===== config.mk =====
export PLATFORM = sky130hd
export DESIGN_NAME = reg_file_64
export DESIGN_NICKNAME = d
export VERILOG_FILES = /design/src/rtl/reg_file_64.sv
export SDC_FILE = /design/constraint.sdc
export NUM_CORES = 2
export LEC_CHECK = 0
export CORE_MARGIN = 1.5
export CORE_UTILIZATION = 68
export CTS_BUF_LIST = sky130_fd_sc_hd__clkbuf_8 sky130_fd_sc_hd__clkbuf_16
export DETAILED_ROUTE_END_ITERATION = 10
export PLACE_DENSITY = 0.95
export SYNTH_ARGS = -nofsm -noshare
export SYNTH_HDL_FRONTEND = slang
export SYNTH_SLANG_ARGS = --single-unit
export TNS_END_PERCENT = 5

===== constraint.sdc =====
create_clock -name clk -period 8.8 [get_ports clk]
set_input_delay 1.76 -clock clk [delete_from_list [all_inputs] [get_ports clk]]
set_output_delay 1.76 -clock clk [all_outputs]
set_load 0.1 [all_outputs]

===== src/rtl/reg_file_64.sv =====
// reg_file_64: 32 x 64-bit integer register file with a per-register
// pending-write scoreboard. Two combinational read ports, one synchronous
// write port, x0 hardwired to zero.
// Optional build macro REGFILE_BYPASS_EN: write-through forwarding of the
// in-flight write data onto matching read ports in the same cycle.
module reg_file_64 #(
    parameter int unsigned XLEN = 64,
    parameter int unsigned NREG = 32,
    parameter int unsigned AW   = $clog2(NREG)
) (
    input  logic            clk,
    input  logic            rst_n,
    input  logic [AW-1:0]   rs1_addr,
    input  logic [AW-1:0]   rs2_addr,
    output logic [XLEN-1:0] rs1_data,
    output logic [XLEN-1:0] rs2_data,
    output logic            rs1_busy,
    output logic            rs2_busy,
    input  logic            wr_en,
    input  logic [AW-1:0]   wr_addr,
    input  logic [XLEN-1:0] wr_data,
    input  logic            rsv_en,
    input  logic [AW-1:0]   rsv_addr,
    output logic            busy_any
);

    logic [XLEN-1:0] regs_q [NREG];
    logic [NREG-1:0] busy_q;
    logic [NREG-1:0] busy_d;

    logic            wr_act;
    logic            rsv_act;
    logic [XLEN-1:0] rd1_stored;
    logic [XLEN-1:0] rd2_stored;
    logic            bz1_stored;
    logic            bz2_stored;

    assign wr_act  = wr_en  && (wr_addr  != '0);
    assign rsv_act = rsv_en && (rsv_addr != '0);

    // Scoreboard next state: writeback clears, reserve sets; reserve applied
    // last so it wins when both target the same register.
    always_comb begin
        busy_d = busy_q;
        if (wr_act) begin
            busy_d[wr_addr] = 1'b0;
        end
        if (rsv_act) begin
            busy_d[rsv_addr] = 1'b1;
        end
        busy_d[0] = 1'b0;
    end

    // Register array and scoreboard state; x0 is never written.
    always_ff @(posedge clk or negedge rst_n) begin
        if (!rst_n) begin
            for (int unsigned i = 0; i < NREG; i++) begin
                regs_q[i] <= '0;
            end
            busy_q <= '0;
        end else begin
            if (wr_act) begin
                regs_q[wr_addr] <= wr_data;
            end
            busy_q <= busy_d;
        end
    end

    // Stored-state reads; address 0 forced to zero / not busy.
    always_comb begin
        rd1_stored = '0;
        rd2_stored = '0;
        bz1_stored = 1'b0;
        bz2_stored = 1'b0;
        if (rs1_addr != '0) begin
            rd1_stored = regs_q[rs1_addr];
            bz1_stored = busy_q[rs1_addr];
        end
        if (rs2_addr != '0) begin
            rd2_stored = regs_q[rs2_addr];
            bz2_stored = busy_q[rs2_addr];
        end
    end

`ifdef REGFILE_BYPASS_EN
    // Forward in-flight write data; the port is not busy unless the same
    // register is being re-reserved this cycle.
    always_comb begin
        rs1_data = rd1_stored;
        rs2_data = rd2_stored;
        rs1_busy = bz1_stored;
        rs2_busy = bz2_stored;
        if (wr_act && (wr_addr == rs1_addr)) begin
            rs1_data = wr_data;
            if (!(rsv_en && (rsv_addr == rs1_addr))) begin
                rs1_busy = 1'b0;
            end
        end
        if (wr_act && (wr_addr == rs2_addr)) begin
            rs2_data = wr_data;
            if (!(rsv_en && (rsv_addr == rs2_addr))) begin
                rs2_busy = 1'b0;
            end
        end
    end
`else
    // Reads return stored contents only.
    always_comb begin
        rs1_data = rd1_stored;
        rs2_data = rd2_stored;
        rs1_busy = bz1_stored;
        rs2_busy = bz2_stored;
    end
`endif

    assign busy_any = |busy_q;

endmodule


Word level (Yosys, flattened, before mapping)
Cells that the tools add are included.
{"block": "classes", "magnitude_cmp": 10, "muxes": 23, "bitwise": 6, "reduce_logical": 10}
{"operator": "$bwmux W2048", "n": 1}
{"operator": "$bmux W64 S5", "n": 2}
{"operator": "$mux W64", "n": 7}
{"operator": "$demux W64 S5", "n": 1}
{"operator": "$mux W32", "n": 2}
{"operator": "$and A32 B32 Y32", "n": 1}
{"operator": "$not A32 Y32", "n": 1}
{"operator": "$or A32 B32 Y32", "n": 1}
{"operator": "$reduce_or A31 Y1", "n": 1}
{"operator": "$lt A5 B6 Y1 const B", "n": 4}
{"operator": "$reduce_bool A5 Y1", "n": 4}
{"operator": "$ge A6 B6 Y1 const B", "n": 3}
{"operator": "$not A5 Y6", "n": 3}
{"operator": "$bmux W1 S5", "n": 2}
{"operator": "$demux W1 S5", "n": 2}
{"operator": "$ge A5 B1 Y1 const B", "n": 2}
{"operator": "$lt A6 B1 Y1 const B", "n": 1}
{"operator": "$mux W1", "n": 6}
{"operator": "$logic_and A1 B1 Y1", "n": 5}
{"block": "word_totals", "ff_bits": 2079, "in_bits": 88, "out_inout_bits": 131, "elab_cells": 82}

Logic depth before layout (Yosys ltp)
{"block": "depth", "ltp_word": 9, "mapped_depth": 9, "mapped_depth_nobuf": 4}

Least setup slack after synthesis
OpenSTA, ideal clock, no wires.
{"block": "synth_path", "kind": "input to output", "start": "in rs1_addr[3]", "end": "out rs1_data[25]", "arrival_ns": 5.883, "required_time_ns": 7.040, "path_slack_ns": 1.157, "cell_stages": 8, "path_buffers": 4, "cell_sequence": "clkbuf_1 inv_1 buf_4 buf_2 buf_1 nand3_1 o2111a_1 nor4_1"}
{"block": "synth_between", "elab_chain_cells": 5, "word_cells_on_any_way": 6, "classes_between": "mux: 4; bitwise: 1; reduce/logical: 1"}
{"item": "start, declared", "line": "13", "source": "input logic [AW-1:0] rs1_addr,"}
{"item": "$not A5 Y6 (not written as such)", "line": "76", "source": "rd1_stored = regs_q[rs1_addr];"}
{"item": "$bmux W64 S5", "line": "76"}
{"item": "$mux W64 (not written as such) (2 in series)", "line": "76"}
{"item": "$mux W64 (*)", "line": "75", "source": "if (rs1_addr != '0) begin"}
{"item": "end, declared", "line": "15", "source": "output logic [XLEN-1:0] rs1_data,"}
Every way passes the cells marked *; elsewhere a longest branch is shown, timed or not. The select of a mux whose other input is x is not followed.

Final worst setup path
{"block": "layout_path", "start": "in rs1_addr[0]", "end": "out rs1_data[30]"}
The elaborated chain is that of the path after synthesis.

==> results_dict.tcl <==
set metrics [dict create \
    outcome "finished clean" \
    endpoint_kind "primary output" \
    grt-ovfl-total 0 \
    syn-mean-instance-area_um2 16.16 \
    cts.path.max_buffers 3 \
    power_frac_seq_pct 43.8 \
    ys.flop_type "dfrtp_1" \
    cp.required_ns 7.04 \
    antenna_found_initial 52 \
    cts_hold_buffers 0 \
    worst_pin_slew_ns 1.448 \
    maxSlewHeadroom_pct 3.462 \
    start_kind "input port" \
    combPwrFrac_pct 24.7 \
    nets 6647 \
    drive_gt1_share_pct 56.08 \
    wl_per_cell_um 39.92 \
    min_period_over_period_pct 84.32 \
    critPathMaxFanout 62 \
    min_period_ns 7.420 \
    gp_congestion 0.8649 \
    final_area_um2 119900 \
    grt_first_pass_wirelength_mm 517.8 \
    synth_area_leaders "dfrtp_1 47%, mux4_2 23%, mux2_2 21%, mux2i_1 2.7%, clkbuf_1 1.7%" \
    clk_latency_ns 0.87 \
    ant_nets 0 \
    postCtsSetupRepairBufs 0 \
    synth_compound_area_share_pct 2.061 \
    finalMaxSlewViolations 0 \
    drv_cap 0 \
    portBuffers 218 \
    initial_utilization_pct 68.41 \
    placed_area_um2 112600 \
    track_usage_pct 43.63 \
    power.density_nw_per_um2 248.0 \
    die_width_um 404.9 \
    drc 0 \
    dieArea_um2 164000 \
    ys_ff_latch 2079 \
    synthToLayoutAreaGrowth_pct 9.110 \
    yosys-top-cells-count "2079 x dfrtp_1, 2009 x mux2_2, 1130 x mux4_2, 490 x clkbuf_1, 291 x mux2i_1" \
    pwr-share-clk_pct 31.5 \
    timing.hold.ws_ns 0.4016 \
    synth_top_family_by_area "multiplexers" \
    instances_no_fill 8929 \
    viasPerCell 8.236 \
    r2r_cells 1 \
    hold_violations 0 \
    synthMuxAreaShare_pct 46.41 \
    drt_iter0_drc 11900 \
    final-setup-viol-count 0 \
    first_pass_iters 8 \
    hp-class "reg2reg" \
    rsz0062_at_grt "false" \
    leakagePower_nw 52.47 \
    routed_wl_mm 356.5 \
    cts_buffers 206 \
    synth_cells 6799 \
    synth-edff-count 0 \
    grt_max_degree 201 \
    synth_most_common_cell "dfrtp_1" \
    async_flop_share_pct 100.0 \
    cts-resized-gates 0 \
    ys_warn_count 0 \
    dpl.hpwl_mm 185.2 \
    yosysTopAreaCell "dfrtp_1" \
    synth_top_area_share_pct 47.36 \
    swShare_pct 31.39 \
    crit_type "in2out" \
    root_buffer "clkbuf_16" \
    skew_ns 0 \
    route.vias.total 73540 \
    yosysUniqueCellTypes 49 \
    whs_path_depth 0 \
    worst_ep_arrival_time_ns 5.66 \
    synth_nets 6887 \
    rows 147 \
    yosysSeqAreaShare_pct 47.36 \
    dp_cells 8511 \
    utilization_pct 74.64 \
    tritoncts "done" \
    synthSimpleGateAreaFrac_pct 0.7768 \
    clock_sinks 2079 \
    finalSetupTns_ns 0 \
    peakVddDrop_mv 0.2253 \
    clk_pin_slew_ns 0.06 \
    netSwitchingPower_mw 9.329 \
    grt_pass1_vias 76480 \
    max_freq_mhz 134.8 \
    die_y_um 404.9 \
    netlist_area_um2 109800 \
    htree_levels 4 \
    p_int_mw 20.39 \
    pin_count 219 \
    synth-xor-area-share_pct 0 \
    synth-adder-area-share_pct 0 \
    core_area_um2 160600 \
]
-- kinds of logic (layout without fill, tap and decap cells) --
kind of cell | after synthesis | in the layout
AO/OA/AOI/OAI | 328 | 328
buffers and inverters | 806 | 744
flip-flops | 2079 | 2079
multiplexers | 3430 | 3430
other | 0 | 32
AND/OR/NAND/NOR | 156 | 156
-- worst max-delay path, stage by stage --
cell and delay, ns:
buf_8 0.53, nor3_1 0.16, or3_4 0.81, o22ai_1 0.46
a21o_1 0.47, clkdlybuf4s50_1 1.24
-- path summary, 6_finish.rpt --
path | start | end | slack (ns)
setup reg to reg | regs_q[1048]$_DFFE_PN0P_ | regs_q[1048]$_DFFE_PN0P_ | 7.89
setup / recovery | rs1_addr[0] | rs1_data[30] | 1.38
hold / removal | regs_q[1997]$_DFFE_PN0P_ | regs_q[1997]$_DFFE_PN0P_ | 0.40
hold reg to reg | regs_q[1997]$_DFFE_PN0P_ | regs_q[1997]$_DFFE_PN0P_ | 0.40
min in group asynchronous | rst_n | regs_q[997]$_DFFE_PN0P_ | 0.78
max in group asynchronous | rst_n | regs_q[970]$_DFFE_PN0P_ | 5.87
-- metrics by stage --
stage | setup slack (ns) | power (mW)
3_3_place_gp | 1.513 | 19.38
2_1_floorplan | 1.157 | 17.88
5_1_grt | 1.346 | 30.40
6_report | 1.380 | 29.72
3_5_place_dp | 1.470 | 19.91
4_1_cts | 1.468 | 29.37
-- power groups by stage --
stage	logic (mW)	registers, mW	clock network (mW)
2_1_floorplan	5.52	12.4	0
3_3_place_gp	6.76	12.6	0
3_5_place_dp	7.03	12.9	0
4_1_cts	7.22	12.9	9.30
5_1_grt	7.59	13.1	9.68
6_report	7.35	13.0	9.35
-- state kept, by name (all words and copies together), names as in the netlist --
name / flops
busy_q: 31
regs_q: 2048
-- per-layer routing --
metal,vias up,global-route usage [%],wire [um]
li1,26130,-,-
met1,37840,52.99,112200
met2,7183,62.66,156500
met3,2338,18.89,55460
met4,53,31.43,31960
met5,-,0.1189,366
-- layout make-up --
cell class                 instances  area (um2)
tap                             2160        2703
sequential                      2079       52020
clock buffer                     263        5951
inverter                           4       40.04
antenna                           32       80.08
clock inverter                   123        1240
multi-input combinational       3914       54350
fill                            8119       40710
timing repair buffer             354        3470
-- cell usage in the layout, fill, tap and decap left out, drive strengths merged, types with 11 or more instances in the layout --
cell type,count
nand2b,11
nand2,34
o21ai,38
or2,14
inv,52
diode,32
bufinv,18
clkdlybuf4s50,115
o22ai,129
mux2,2009
a21o,96
nor4,18
clkbuf,263
clkinv,50
mux4,1130
buf,239
nor2,29
dfrtp,2079
a22o,11
mux2i,291
Power figures use the tool's default switching activity.
